### src/rtl/move_sequencer.sv
`timescale 1ns/1ps
`default_nettype none
// +--------------------------------------------------------------------------+
// | Module      : move_sequencer (with move_sequencer_pkg)                   |
// | Description : Upstream feeder for move_executor. Buffers incoming moves  |
// |               in a FIFO and issues them one at a time with the current   |
// |               board. It commits each returned board and counts moves and |
// |               captures. It stops on a king capture or executor timeout.  |
// | Ports       : clk_in/rst_in (async active-low) clock and reset           |
// |               load_in/start_board_in   load a new game                   |
// |               move_in/move_valid_in/move_ready_out   move stream in      |
// |               exec_*_out / exec_*_in   request/response to executor      |
// |               board_out, moves_done_out, captures_out   game status      |
// |               busy_out, game_over_out, error_out   control status        |
// | Revision    : 1.0 - initial release                                      |
// +--------------------------------------------------------------------------+

package move_sequencer_pkg;
    typedef struct packed {
        logic [5:0] src;
        logic [5:0] dst;
        logic [2:0] promo;
    } move_t;

    typedef struct packed {
        logic [63:0][3:0] squares;
        logic             stm;
        logic [1:0]       checkmate;   // non-zero: a king has been captured
        logic [15:0]      ply;
    } board_t;
endpackage

module move_sequencer
    import move_sequencer_pkg::*;
#(
    parameter int unsigned DEPTH   = 8,
    parameter int unsigned TIMEOUT = 15
) (
    input  logic        clk_in,
    input  logic        rst_in,
    input  logic        load_in,
    input  board_t      start_board_in,
    input  move_t       move_in,
    input  logic        move_valid_in,
    output logic        move_ready_out,
    output move_t       exec_move_out,
    output board_t      exec_board_out,
    output logic        exec_valid_out,
    input  board_t      exec_board_in,
    input  logic        exec_captured_in,
    input  logic        exec_valid_in,
    output board_t      board_out,
    output logic [15:0] moves_done_out,
    output logic [5:0]  captures_out,
    output logic        busy_out,
    output logic        game_over_out,
    output logic        error_out
);

    localparam int unsigned AW        = $clog2(DEPTH);
    localparam logic [AW:0] PTR_ONE   = {{AW{1'b0}}, 1'b1};
    localparam logic [7:0]  TIMEOUT_C = 8'(TIMEOUT);
    localparam logic [5:0]  CAPS_MAX  = 6'd63;

    typedef enum logic [1:0] {
        S_IDLE  = 2'd0,
        S_ISSUE = 2'd1,
        S_WAIT  = 2'd2,
        S_OVER  = 2'd3
    } state_t;

    state_t      state_q,  state_d;
    logic [AW:0] wr_ptr_q, wr_ptr_d;
    logic [AW:0] rd_ptr_q, rd_ptr_d;
    move_t       move_q,   move_d;
    board_t      board_q,  board_d;
    logic [15:0] moves_q,  moves_d;
    logic [5:0]  caps_q,   caps_d;
    logic [7:0]  timer_q,  timer_d;
    logic        error_q,  error_d;

    move_t       mem_q [DEPTH];

    logic        w_full;
    logic        w_empty;
    logic        w_push;
    logic        w_pop;
    logic [7:0]  w_timer_inc;

    // Pointers carry one extra wrap bit so full and empty are distinguishable.
    assign w_full  = (wr_ptr_q[AW] != rd_ptr_q[AW]) &&
                     (wr_ptr_q[AW-1:0] == rd_ptr_q[AW-1:0]);
    assign w_empty = (wr_ptr_q == rd_ptr_q);

    assign move_ready_out = !w_full && (state_q != S_OVER) && !load_in;
    assign w_push         = move_valid_in && move_ready_out;
    // A load flushes the FIFO, so nothing may be popped in the same cycle.
    assign w_pop          = (state_q == S_IDLE) && !w_empty && !load_in;
    assign w_timer_inc    = timer_q + 8'd1;

    always_comb begin
        state_d  = state_q;
        wr_ptr_d = wr_ptr_q;
        rd_ptr_d = rd_ptr_q;
        move_d   = move_q;
        board_d  = board_q;
        moves_d  = moves_q;
        caps_d   = caps_q;
        timer_d  = timer_q;
        error_d  = error_q;

        if (load_in) begin
            // Any result still in flight is dropped: state returns to IDLE,
            // and IDLE does not look at exec_valid_in.
            wr_ptr_d = '0;
            rd_ptr_d = '0;
            board_d  = start_board_in;
            moves_d  = '0;
            caps_d   = '0;
            timer_d  = '0;
            error_d  = 1'b0;
            state_d  = S_IDLE;
        end else begin
            if (w_push) begin
                wr_ptr_d = wr_ptr_q + PTR_ONE;
            end
            if (w_pop) begin
                rd_ptr_d = rd_ptr_q + PTR_ONE;
                move_d   = mem_q[rd_ptr_q[AW-1:0]];
            end

            unique case (state_q)
                S_IDLE: begin
                    if (w_pop) begin
                        state_d = S_ISSUE;
                    end
                end
                S_ISSUE: begin
                    timer_d = '0;
                    state_d = S_WAIT;
                end
                S_WAIT: begin
                    if (exec_valid_in) begin
                        board_d = exec_board_in;
                        moves_d = moves_q + 16'd1;
                        if (exec_captured_in && (caps_q != CAPS_MAX)) begin
                            caps_d = caps_q + 6'd1;
                        end
                        state_d = (exec_board_in.checkmate != 2'b00) ? S_OVER : S_IDLE;
                    end else begin
                        timer_d = w_timer_inc;
                        if (w_timer_inc == TIMEOUT_C) begin
                            error_d = 1'b1;
                            state_d = S_OVER;
                        end
                    end
                end
                S_OVER: begin
                    state_d = S_OVER;
                end
                default: begin
                    state_d = S_IDLE;
                end
            endcase
        end
    end

    always_ff @(posedge clk_in or negedge rst_in) begin
        if (!rst_in) begin
            state_q  <= S_IDLE;
            wr_ptr_q <= '0;
            rd_ptr_q <= '0;
            move_q   <= '0;
            board_q  <= '0;
            moves_q  <= '0;
            caps_q   <= '0;
            timer_q  <= '0;
            error_q  <= 1'b0;
        end else begin
            state_q  <= state_d;
            wr_ptr_q <= wr_ptr_d;
            rd_ptr_q <= rd_ptr_d;
            move_q   <= move_d;
            board_q  <= board_d;
            moves_q  <= moves_d;
            caps_q   <= caps_d;
            timer_q  <= timer_d;
            error_q  <= error_d;
        end
    end

    // Storage needs no reset: entries are only read after being written.
    always_ff @(posedge clk_in) begin
        if (w_push) begin
            mem_q[wr_ptr_q[AW-1:0]] <= move_in;
        end
    end

    assign exec_valid_out = (state_q == S_ISSUE);
    assign exec_move_out  = move_q;
    assign exec_board_out = board_q;
    assign board_out      = board_q;
    assign moves_done_out = moves_q;
    assign captures_out   = caps_q;
    assign busy_out       = (state_q != S_IDLE) || !w_empty;
    assign game_over_out  = (state_q == S_OVER);
    assign error_out      = error_q;

endmodule
`default_nettype wire
### config.mk
export PLATFORM = sky130hd
export DESIGN_NAME = move_sequencer
export DESIGN_NICKNAME = d
export VERILOG_FILES = /design/src/rtl/move_sequencer.sv
export SDC_FILE = /design/constraint.sdc
export NUM_CORES = 1
export LEC_CHECK = 0
export CAP_MARGIN = 20
export CELL_PAD_IN_SITES_DETAIL_PLACEMENT = 1
export CELL_PAD_IN_SITES_GLOBAL_PLACEMENT = 1
export CORE_AREA = 4 4 451 453
export CTS_CLUSTER_DIAMETER = 120
export DETAILED_ROUTE_END_ITERATION = 10
export DIE_AREA = 0 0 455 457
export PLACE_DENSITY_LB_ADDON = 0.12
export REMOVE_ABC_BUFFERS = 1
export SETUP_SLACK_MARGIN = 0.4
export SLEW_MARGIN = 20
export SYNTH_ARGS = -nofsm -noshare
export SYNTH_HDL_FRONTEND = slang
export SYNTH_SLANG_ARGS = --single-unit
### constraint.sdc
create_clock -name clk_in -period 8.8 [get_ports clk_in]
set_input_delay 1.32 -clock clk_in [delete_from_list [all_inputs] [get_ports clk_in]]
set_output_delay 1.32 -clock clk_in [all_outputs]
set_load 0.01 [all_outputs]
=== Word level (Yosys, flattened, before mapping) ===
Memories as Yosys holds them, arrays and structs flattened. A register that Yosys moved wholly into a read port is not among the register bits.
Cells that the tools add are included.

* Add/sub/neg operators: 5
* Multiply operators: 0
* Div/mod/pow operators: 0
* Magnitude comparators: 0
* Equality and inequality tests: 13
* Shifts and indexed selects: 0
* Mux-type cells: 29
* Bitwise gates (word level): 1
* Reductions and logical operators: 28

{| class="wikitable"
|+ Operators with widths
! kind !! number
|-
| $mux 275 || 3
|-
| $mux 16 || 3
|-
| $mux 6 || 4
|-
| $add 16x1->16 const B || 1
|-
| $mux 4 || 4
|-
| $mux 8 || 2
|-
| $pmux 8 s2 || 1
|-
| $reduce_bool 2->1 || 8
|-
| $mux 2 || 5
|-
| $add 4x1->4 const B || 2
|-
| $add 8x1->8 const B || 1
|-
| $eq 8x4->1 const B || 1
|-
| $pmux 2 s4 || 1
|-
| $reduce_and 2->1 || 4
|-
| $logic_and 1x1->1 || 7
|-
| $add 6x1->6 const B || 1
|-
| $mux 1 || 6
|-
| $ne 3x3->1 const B || 2
|-
| $ne 6x6->1 const B || 1
|-
| $reduce_and 3->1 || 2
|-
| $eq 2x2->1 const B || 2
|-
| $eq 4x4->1 || 1
|-
| $logic_not 1->1 || 4
|-
| $ne 2x2->1 const B || 2
|-
| other kinds (8) || 8
|}

* Register bits: 316
* Bits in latches: 0
* RAM bits: 120
* Memory bits (read-only): 0
* Input bits: 571
* Output and inout port bits: 592
* Memories: 1

{| class="wikitable"
|+ Memories
! name !! depth !! width !! read ports !! clocked after memory_dff !! write ports !! RTL line !! text
|-
| mem_q || 8 || 15 || 1 || 1 || 1 || 82 || <nowiki>move_t mem_q [DEPTH];</nowiki>
|}

=== Logic depth before layout (Yosys ltp) ===
* Word-level depth: 8
* Depth in mapped cells: 7
* Depth with buffers taken out: 5

=== Least setup slack after synthesis ===
No wires, ideal clock.

* Kind: input-to-reg
* Start: in load_in
* End: mem mem_q[0][0] (netlist bit), enable pin
* Arrival: 3273 ps
* Data required time: 8394 ps
* Path slack: 5121 ps
* Stages on the path: 7
* Buffers on the path: 3
* Path through: buf_2 buf_2 a21oi_1 o41a_1 buf_6 nand3_1 nor3_1

* Longest elaborated chain between the ends: 5

{| class="wikitable"
|+ Ends and longest elaborated chain
! item !! RTL line !! text
|-
| from (decl) || 41 || <nowiki>input logic load_in,</nowiki>
|-
| $logic_not 1->1 || 95 || <nowiki>assign move_ready_out = !w_full && (state_q != S_OVER) && !load_in;</nowiki>
|-
| $logic_and 1x1->1 || 95 ||
|-
| net move_ready_out || 45 || <nowiki>output logic move_ready_out,</nowiki>
|-
| $logic_and 1x1->1 || 96 || <nowiki>assign w_push = move_valid_in && move_ready_out;</nowiki>
|-
| $mux 1 || 194 || <nowiki>if (w_push) begin</nowiki>
|-
| $mux 1 (implied by the code) || 195 || <nowiki>mem_q[wr_ptr_q[AW-1:0]] <= move_in;</nowiki>
|-
| to (decl) || 82 ||
|}

The timed path passes the listed nets, and every way through them passes these cells.

=== Final worst setup path ===
* Start: reg rd_ptr_q[0]
* End: out move_ready_out

* Longest elaborated chain between the ends: 5

{| class="wikitable"
|+ Ends and longest elaborated chain
! item !! RTL line !! text
|-
| from (decl) || 74 || <nowiki>logic [AW:0] rd_ptr_q, rd_ptr_d;</nowiki>
|-
| from (signal assigned) || 182 || <nowiki>rd_ptr_q <= rd_ptr_d;</nowiki>
|-
| $eq 3x3->1 || 92 || <nowiki>(wr_ptr_q[AW-1:0] == rd_ptr_q[AW-1:0]);</nowiki>
|-
| $logic_and 1x1->1 || 91 || <nowiki>assign w_full = (wr_ptr_q[AW] != rd_ptr_q[AW]) &&</nowiki>
|-
| $logic_not 1->1 || 95 ||
|-
| $logic_and 1x1->1 (2 in series) || 95 ||
|-
| to (decl) || 45 ||
|}

No other way between the ends.

==> metrics.md <==
| Metric | Value |
|---|---|
| Vias in the first global route | `19800` |
| Synth-to-layout area growth | `69.0%` |
| Io pins | `1163` |
| Vias after detailed routing | `18700` |
| Main synth FF type | `dfrtp_1` |
| Setup repair after global routing missed its margin | `false` |
| Area of the mapped netlist | `0.0219 mm²` |
| CP Capture Type | `output port` |
| CTS tree | `yes` |
| H-tree depth | `3` |
| Rows | `164` |
| Final setup vio count | `0` |
| Initial Utilization | `11.0%` |
| Top cells by area, synth | `dfrtp_1 38%, edfxtp_1 16%, mux2i_1 13%` |
| YS warnings | `0` |
| Req. time, crit path | `7.48 ns` |
| FMAX | `between 200 and 250 MHz` |
| Crit Path Max Fanout | `34` |
| Maxcap violations | `0` |
| Yosys reg bits | `approximately 450` |
| Residual DRC count | `0` |
| Final #Nets | `roughly 3400` |
| Worst skew pair latency | `0.66 ns` |
| Post-synthesis instance total | `1944` |
| Fin crit period | `roughly 4.4 ns` |
| Hold Violations, Final | `0` |
| Final RePlAce weighted congestion | `just under 0.8` |
| Post-synth top area cell | `dfrtp_1` |
| Max_slew headroom | `approximately a quarter` |
| Fin Setup TNS | `0 ns` |
| Worst VDD drop | `0.121 mV` |
| CP Class | `reg2out` |
| Synth top area share | `around 38%` |
| HP Class | `reg2reg` |
| Die Span X | `roughly 460 µm` |
| Fillers | `between 20000 and 25000` |
| Clock transition at path regs | `0.06 ns` |
| Met2 usage | `approximately 30%` |
| GRT Resource Usage Total | `15.3%` |
| Worst Tran Pin Value | `1.11 ns` |
| Core ar. | `between 0.15 and 0.2 mm²` |
| EDFF count, synth | `120` |
| Initial drt markers | `~850` |
| Root Driver | `clkbuf_16` |
| Type of origin of the critical path | `flip-flop` |
| Die ar. | `approximately 0.21 mm²` |
| Util after Layout | `18.6%` |
| Clk_skew | `approximately 0.026 ns` |
| Largest net degree at the start of global routing | `194` |
| Longest Clk Path Bufs | `3` |
| Share of cells above drive strength 1 | `under 10%` |
| PwrDens | `about 220 mW/mm²` |
| Tcrit/Tclk final | `approximately 50%` |
| CTS Buf Count | `73` |
| Antenna viol nets, final | `0` |
| Post-cts sizing count | `0` |
| Most common cell in the netlist | `dfrtp_1` |
| GR Util met3 | `approximately 3.5%` |
| Worst hold stages | `2` |
| Pleak | `about 15 nW` |
| DR pass1 iterations | `4` |
| Syn_area_per_cell | `~11 µm²` |
| # hold bufs at CTS | `0` |
| Total Wirelength | `165000 µm` |
| WL/cell | `29.8 µm` |
| Top cells by count, synth | `331 x dfrtp_1, 309 x nand2_1, 308 x o21ai_0` |
| Setup bufs post-CTS | `0` |
| First-pass GRT wire length | `210000 µm` |
| Fin. max-slew vios | `0` |
| Ys async rst share | `73.4%` |
| WP data arrival | `3.05 ns` |
| GRT overflow | `0` |
| Status | `finished, final reports clean` |
| # port buffers | `1162` |
| Chip height | `457 µm` |
| Clk sinks | `451` |
| Post-DP HPWL | `135000 µm` |
| GR Util met1 | `16.3%` |
| Vias/cell | `3.38` |
| Worst R2R Path Depth | `6` |
| Sequential area share after synthesis | `54.2%` |
| Unique cell type count in the Yosys netlist | `52` |
| Antenna violations before repair | `116` |
| Top Usage Layer GRT | `met2` |
## cells by family after synthesis
logic type                 Yosys count  synth area share [%]
muxes                              323                  16.5
buffers and inverters              401                  12.2
adders and majority gates            6                 0.342
AOI/OAI and AO/OA                  349                  8.43
DFF                                451                  54.2
xor gates and xnor gates            21                 0.907
and+or+nand+nor                    393                  7.43
## critical path: stages, from the launching register on
cell and delay, ns:
dfrtp_2 0.34, buf_4 0.59, xor2_2 0.25, o41a_1 0.65, clkdlybuf4s50_1 0.56
## where the power goes
group / switching, mW / internal [mW] / total (mW)
sequential: 0.306 / 2.38 / 2.69
clock: 1.17 / 1.92 / 3.08
combinational: 1.10 / 1.23 / 2.33
total: 2.57 / 5.54 / 8.11
## path summary, 6_finish.rpt
path	start	endpoint	slack, ns
max in group asynchronous	rst_in	board_out[196]$_DFFE_PN0P_	6.77
worst max-delay path	rd_ptr_q[0]$_DFFE_PN0P_	move_ready_out	4.43
worst max register to register	rd_ptr_q[0]$_DFFE_PN0P_	mem_q[2][10]$_DFFE_PP_	5.66
worst min-delay path	exec_move_out[2]$_DFFE_PN0P_	exec_move_out[2]$_DFFE_PN0P_	0.48
worst min register to register	exec_move_out[2]$_DFFE_PN0P_	exec_move_out[2]$_DFFE_PN0P_	0.48
min in group asynchronous	rst_in	exec_move_out[8]$_DFFE_PN0P_	0.66
## layout make-up
cell class | instances | area [µm²] | share of cell area (%)
Clock buffer | 108 | 2180 | 5.89
Inverter | 9 | 33.8 | 0.0912
Multi-Input combinational cell | 1092 | 7390 | 20.0
Antenna cell | 12 | 30.0 | 0.0810
Timing Repair Buffer | 1186 | 11900 | 32.1
Clock inverter | 22 | 317 | 0.854
Tap cell | 2656 | 3320 | 8.97
Sequential cell | 451 | 11900 | 32.1
## cells in the final DEF (no fill, tap or decap), types with 3 or more instances in the layout
master	n
clkdlybuf4s50_1	1160
dfrtp_1	329
nand2_1	309
o21ai_0	308
mux2i_1	293
edfxtp_1	120
clkbuf_16	76
mux4_2	30
nor2_1	29
buf_4	19
xor2_1	16
clkbuf_8	16
clkbuf_1	16
a21oi_1	14
diode_2	12
nand3_1	10
inv_1	9
clkinv_2	9
o211ai_1	7
bufinv_16	7
and3_1	6
ha_1	6
or3_1	5
nand2b_1	5
buf_12	5
o31ai_1	4
or4_1	4
and2_1	3
xnor2_1	3
nor3_1	3
nor2b_1	3
## registers in the layout, indices dropped and copies added, names as in the netlist
register / count
exec_move_out: 15
state_q: 2
moves_done_out: 16
captures_out: 6
wr_ptr_q: 4
rd_ptr_q: 4
error_out: 1
board_out: 275
timer_q: 8
mem_q: 120
## routing by layer
metal	vias up	part of all wire, %
met2	726	56
met4	22	2.2
met3	297	5.4
met1	9422	37
li1	8252	-
met5	-	0.092
## stage by stage
stage	worst slack (ns)	cell area [µm²]	hold WS, ns	power, mW	cells
3_3_place_gp	4.57	34500	0.471	5.14	5394
5_1_grt	4.13	37000	0.512	8.54	5530
2_1_floorplan	-3.74	19300	0.492	3.75	1552
3_5_place_dp	4.53	34500	0.475	5.15	5394
4_1_cts	4.20	37000	0.487	8.37	5524
6_report	4.43	37100	0.481	8.11	5536
Power figures use the tool's default switching activity.
==> patch 1 (config.mk and constraints unchanged) <==
Change the parameter `DEPTH` from 8 to 16.
--- a/src/rtl/move_sequencer.sv
+++ b/src/rtl/move_sequencer.sv
@@ -34,5 +34,5 @@
     import move_sequencer_pkg::*;
 #(
-    parameter int unsigned DEPTH   = 8,
+    parameter int unsigned DEPTH   = 16,
     parameter int unsigned TIMEOUT = 15
 ) (
Check against the original RTL: not settled (the Yosys comparison gave no result); the edit may change what the design does.
==> patch 1 against the unedited design <==
  * Cell area up 13%
  * Core utilization increased by 2.5 points
  * Maximum frequency is 2.0% lower
  * Setup slack got worse by 0.087 ns
  * Area after synthesis rose by 21%
  * Critical endpoint is now busy_out
  * Clock skew rose by 0.031 ns
  * Cell count is 4.1% higher
  * Sequential cell count is 122 higher
  * Wire length is 21% higher
  * Global-route usage up 3.4 points
  * Via count increased by 14%
  * Total power rose by 16%
==> patch 1: results <==
{
  "muxShareOfSynthArea_pct": 16.48,
  "p_leak_nw": 16.80,
  "vias_per_cell": 3.695,
  "endpoint": "busy_out",
  "arrival_ns": 3.14,
  "hpwl_mm": 165.0,
  "use_met2_pct": 30.44,
  "cts_made_buffers": 82,
  "synth-edff-count": 240,
  "grt_pass1_vias": 23090,
  "reg2reg_slack_ns": 5.09,
  "synth_adder_area_share_pct": 0.4244,
  "reg2reg_to": "mem_q[1][14]",
  "final_layout_size_suffix_gt1_share_pct": 7.768,
  "clock_latency_ns": 0.72,
  "max-vdd-ir-drop_mv": 0.1324,
  "synth_commonest_cells": "dfrtp_1, nand2_1, o21ai_0",
  "layout.nets": 3586,
  "nFillCells": 22340,
  "critPathSlowestCell": "dfrtp_1",
  "routabilityCongestion": 0.8376,
  "async_reset_ff_share_pct": 58.12,
  "syn_inst": 2138,
  "status": "completed",
  "synth-xor-area-share_pct": 0.9856,
  "grt_pass1_wl_mm": 254.4,
  "synth_area_leaders": "dfrtp_1, edfxtp_1, mux2i_1",
  "critPathLaunch": "wr_ptr_q[3]",
  "use_met1_pct": 23.11,
  "synth_seq_area_share_pct": 58.57,
  "dr_total_vias": 21300,
  "critPathTopFamily": "flip-flops",
  "grt_max_degree": 140,
  "worstPathMaxFanout": 17,
  "wl_mm": 200.2,
  "track_usage_pct": 18.73,
  "rr_worst_depth": 5,
  "synth_compound_area_share_pct": 7.064,
  "slowest_delay_ns": 0.95,
  "place_inst": 5578
}
patch 1: changes by cell type after synthesis, sizes merged, moves of 13 or more:
cell / delta
edfxtp: +120
mux4: +30
a22oi: +29
o21ai: -19
mux2: +16
clkbuf: +13
mux2i: -13
patch 1: per-stage QoR:
stage	total power (W)	worst slack (ns)	hold slack, ns	setup TNS, ns	cell area, um2
2_1_floorplan	0.004566	-6.694	0.4880	-1075.57	23950
3_3_place_gp	0.006106	4.610	0.4972	0	39220
3_5_place_dp	0.006094	4.453	0.4932	0	39220
4_1_cts	0.009631	4.133	0.5122	0	41910
5_1_grt	0.009844	4.079	0.5224	0	41950
6_report	0.009413	4.343	0.5070	0	42030
patch 1: layout make-up:
cell class,instances,area [um2],area share [%]
sequential,573,15550,36.99
timing repair buffer,1184,11860,28.21
multi-input combinational,1154,8461,20.13
tap,2656,3323,7.907
clock buffer,110,2258,5.374
clock inverter,32,427.9,1.018
antenna,45,112.6,0.2679
inverter,11,41.29,0.09824
patch 1: layer usage:
metal  up-vias  part of all wire, %
met5         -                 0.19
met4        58                  3.2
met3       313                  9.0
met2       941                   47
met1     10880                   41
li1       9109                    -
patch 1: worst min path at each step:
stage / from / end / slack [ns] / cells after the start
after floorplan: timer_q[7] / timer_q[7] / 0.49 / 1
after global placement: exec_move_out[2] / exec_move_out[2] / 0.50 / 1
after detailed placement: exec_move_out[9] / exec_move_out[9] / 0.49 / 1
after CTS: exec_move_out[9] / exec_move_out[9] / 0.51 / 1
after global routing: exec_move_out[0] / exec_move_out[0] / 0.52 / 1
final: exec_move_out[2] / exec_move_out[2] / 0.51 / 1
patch 1: cells by family (layout without fill, tap and decap cells):
group | after synthesis | in the layout
DFF | 573 | 573
and+or+nand+nor | 416 | 416
buffers and inverters | 411 | 1337
muxes | 356 | 356
AOI/OAI and AO/OA | 344 | 344
xor gates and xnor gates | 29 | 29
adders and majority gates | 9 | 9
other | 0 | 45
patch 1: where the power goes:
group	switching (W)	leakage (nW)	total, W	internal [W]
clock	0.00145	1.28	0.00342	0.00196
combinational	0.00123	9.24	0.00258	0.00135
sequential	0.000389	6.27	0.00342	0.00303
==> patch 2 (same flow settings) <==
Made on the original files. Register the output `error_out` once more, cleared by the reset; this adds one clock of latency there. The other outputs are not delayed to match.
--- a/src/rtl/move_sequencer.sv
+++ b/src/rtl/move_sequencer.sv
@@ -205,5 +205,11 @@
     assign busy_out       = (state_q != S_IDLE) || !w_empty;
     assign game_over_out  = (state_q == S_OVER);
-    assign error_out      = error_q;
+    always_ff @(posedge clk_in or negedge rst_in) begin
+        if (!rst_in) begin
+            error_out <= '0;
+        end else begin
+            error_out <= error_q;
+        end
+    end
 
 endmodule
Check against the original RTL: not settled (the Yosys comparison gave no result); the edit may change what the design does.
==> patch 2 against the unedited design <==
  * Maximum frequency is 4.0% lower
  * Sequential cell count increased by 1
  * Largest cell class unchanged
  * Wire length shrank 8.0%
  * Core utilization is essentially flat
  * Cell area about the same
  * First-iteration DRC count down 15%
  * Total power is 3.1% lower
  * Synthesized cell count decreased by 0.87%
  * Critical path type unchanged
  * Area after synthesis up 0.15%
  * Setup slack lost 0.18 ns
==> patch 2: results <==
{
  "reg2reg_to": "mem_q[2][0]",
  "synth_area_leaders": "dfrtp_1, edfxtp_1, mux2i_1",
  "use_met1_pct": 15.93,
  "synth_seq_area_share_pct": 54.23,
  "status": "completed",
  "min_to": "error_out",
  "rr_worst_depth": 5,
  "fin_skew_ns": 0.03127,
  "grt_pass1_vias": 20630,
  "dr.pass1.iters": 5,
  "grt_use_met3_pct": 4.857,
  "routabilityCongestion": 0.7753,
  "wl_per_cell_um": 27.44,
  "track_usage_pct": 14.22,
  "arrival_ns": 3.23,
  "grt_pass1_wl_mm": 199.4,
  "synth_cell_types": 48,
  "async_reset_ff_share_pct": 73.45,
  "nFillCells": 22630,
  "synth_commonest_cells": "dfrtp_1, o21ai_0, nand2_1",
  "hpwl_mm": 123.2,
  "r2r_start": "rd_ptr_q[1]",
  "reg2reg_slack_ns": 5.50,
  "antenna_found_initial": 111,
  "layout.nets": 3374,
  "portBuffers": 1162,
  "cts_made_buffers": 70,
  "use_met2_pct": 26.13,
  "min_path_cells": 0,
  "placedInstanceArea_um2": 34660,
  "postCtsSetupBuffers": 0,
  "max-vdd-ir-drop_mv": 0.1251,
  "final_layout_size_suffix_gt1_share_pct": 7.233,
  "vias_per_cell": 3.345,
  "slew_headroom_pct": 31.99,
  "clock_latency_ns": 0.68
}
## patch 2: cell types whose count changed after synthesis, moves of 10 or more
cell / before / now
mux2_4: 0 / 10
nand2_1: 309 / 291
mux2_2: 0 / 21
mux2i_1: 293 / 278
buf_4: 301 / 275
o21ai_0: 308 / 295
buf_2: 20 / 40
## patch 2: worst max-delay path, stage by stage, from the launching register on
cell,delay (ns)
dfrtp_1,0.32
buf_4,0.47
xor2_1,0.27
o41ai_1,0.71
nor2_1,0.21
clkdlybuf4s50_1,0.55
## patch 2: area by class of cell
| cell class | instances | share of cell area [%] |
|---|---|---|
| flip-flops and latches | 452 | 32.15 |
| repair buffers | 1188 | 32.05 |
| multi-input cells | 1078 | 20.30 |
| well taps | 2656 | 8.970 |
| clock buffers | 91 | 5.130 |
| clock inverters | 32 | 1.135 |
| diodes | 28 | 0.1891 |
| inverters | 7 | 0.07092 |
## patch 2: logic make-up (layout without fill, tap and decap cells)
| family | after synthesis | after routing | share of synthesized area (%) |
|---|---|---|---|
| DFF | 452 | 452 | 54.23 |
| muxes | 339 | 339 | 17.51 |
| buffers and inverters | 397 | 1318 | 11.78 |
| adders and majority gates | 6 | 6 | 0.3418 |
| and+or+nand+nor | 384 | 384 | 7.389 |
| AOI/OAI and AO/OA | 328 | 328 | 7.827 |
| xor gates and xnor gates | 21 | 21 | 0.9229 |
| other | 0 | 28 | 0 |
## patch 2: through the flow
step                util, %  std cells  total power, W  setup slack (ns)
floorplan                 -       1537        0.003720            -3.697
global placement      17.39       5381        0.005052             4.685
detailed placement    17.39       5381        0.005038             4.643
CTS                   18.56       5504        0.008087             4.034
global route          18.56       5506        0.008286             3.921
finish                18.59       5532        0.007857             4.249
## patch 2: where the power goes
part | internal (W) | leakage [nW] | total, W | switching, W
clock network | 0.00172 | 1.13 | 0.00291 | 0.00119
registers | 0.00238 | 5.18 | 0.00269 | 0.000309
logic | 0.00126 | 8.97 | 0.00225 | 0.000994
total | 0.00536 | 15.3 | 0.00786 | 0.00250
## patch 2: worst max path at each step
stage | end | slack, ns | start | depth (start not counted)
5_1_grt | move_ready_out | 3.92 | rd_ptr_q[1] | 5
4_1_cts | move_ready_out | 4.03 | rd_ptr_q[1] | 5
3_5_place_dp | board_out[244] | 4.64 | exec_valid_in | 6
6_report | move_ready_out | 4.25 | rd_ptr_q[1] | 5
3_3_place_gp | board_out[151] | 4.69 | exec_valid_in | 6
2_1_floorplan | board_out[0] | -3.70 | exec_valid_in | 3
## patch 2: layer usage
layer  vias up  routed length, um
li1       8224                  -
met1      9213              58600
met4        52               2549
met3       258              10970
met2       757              79330
met5         -                329
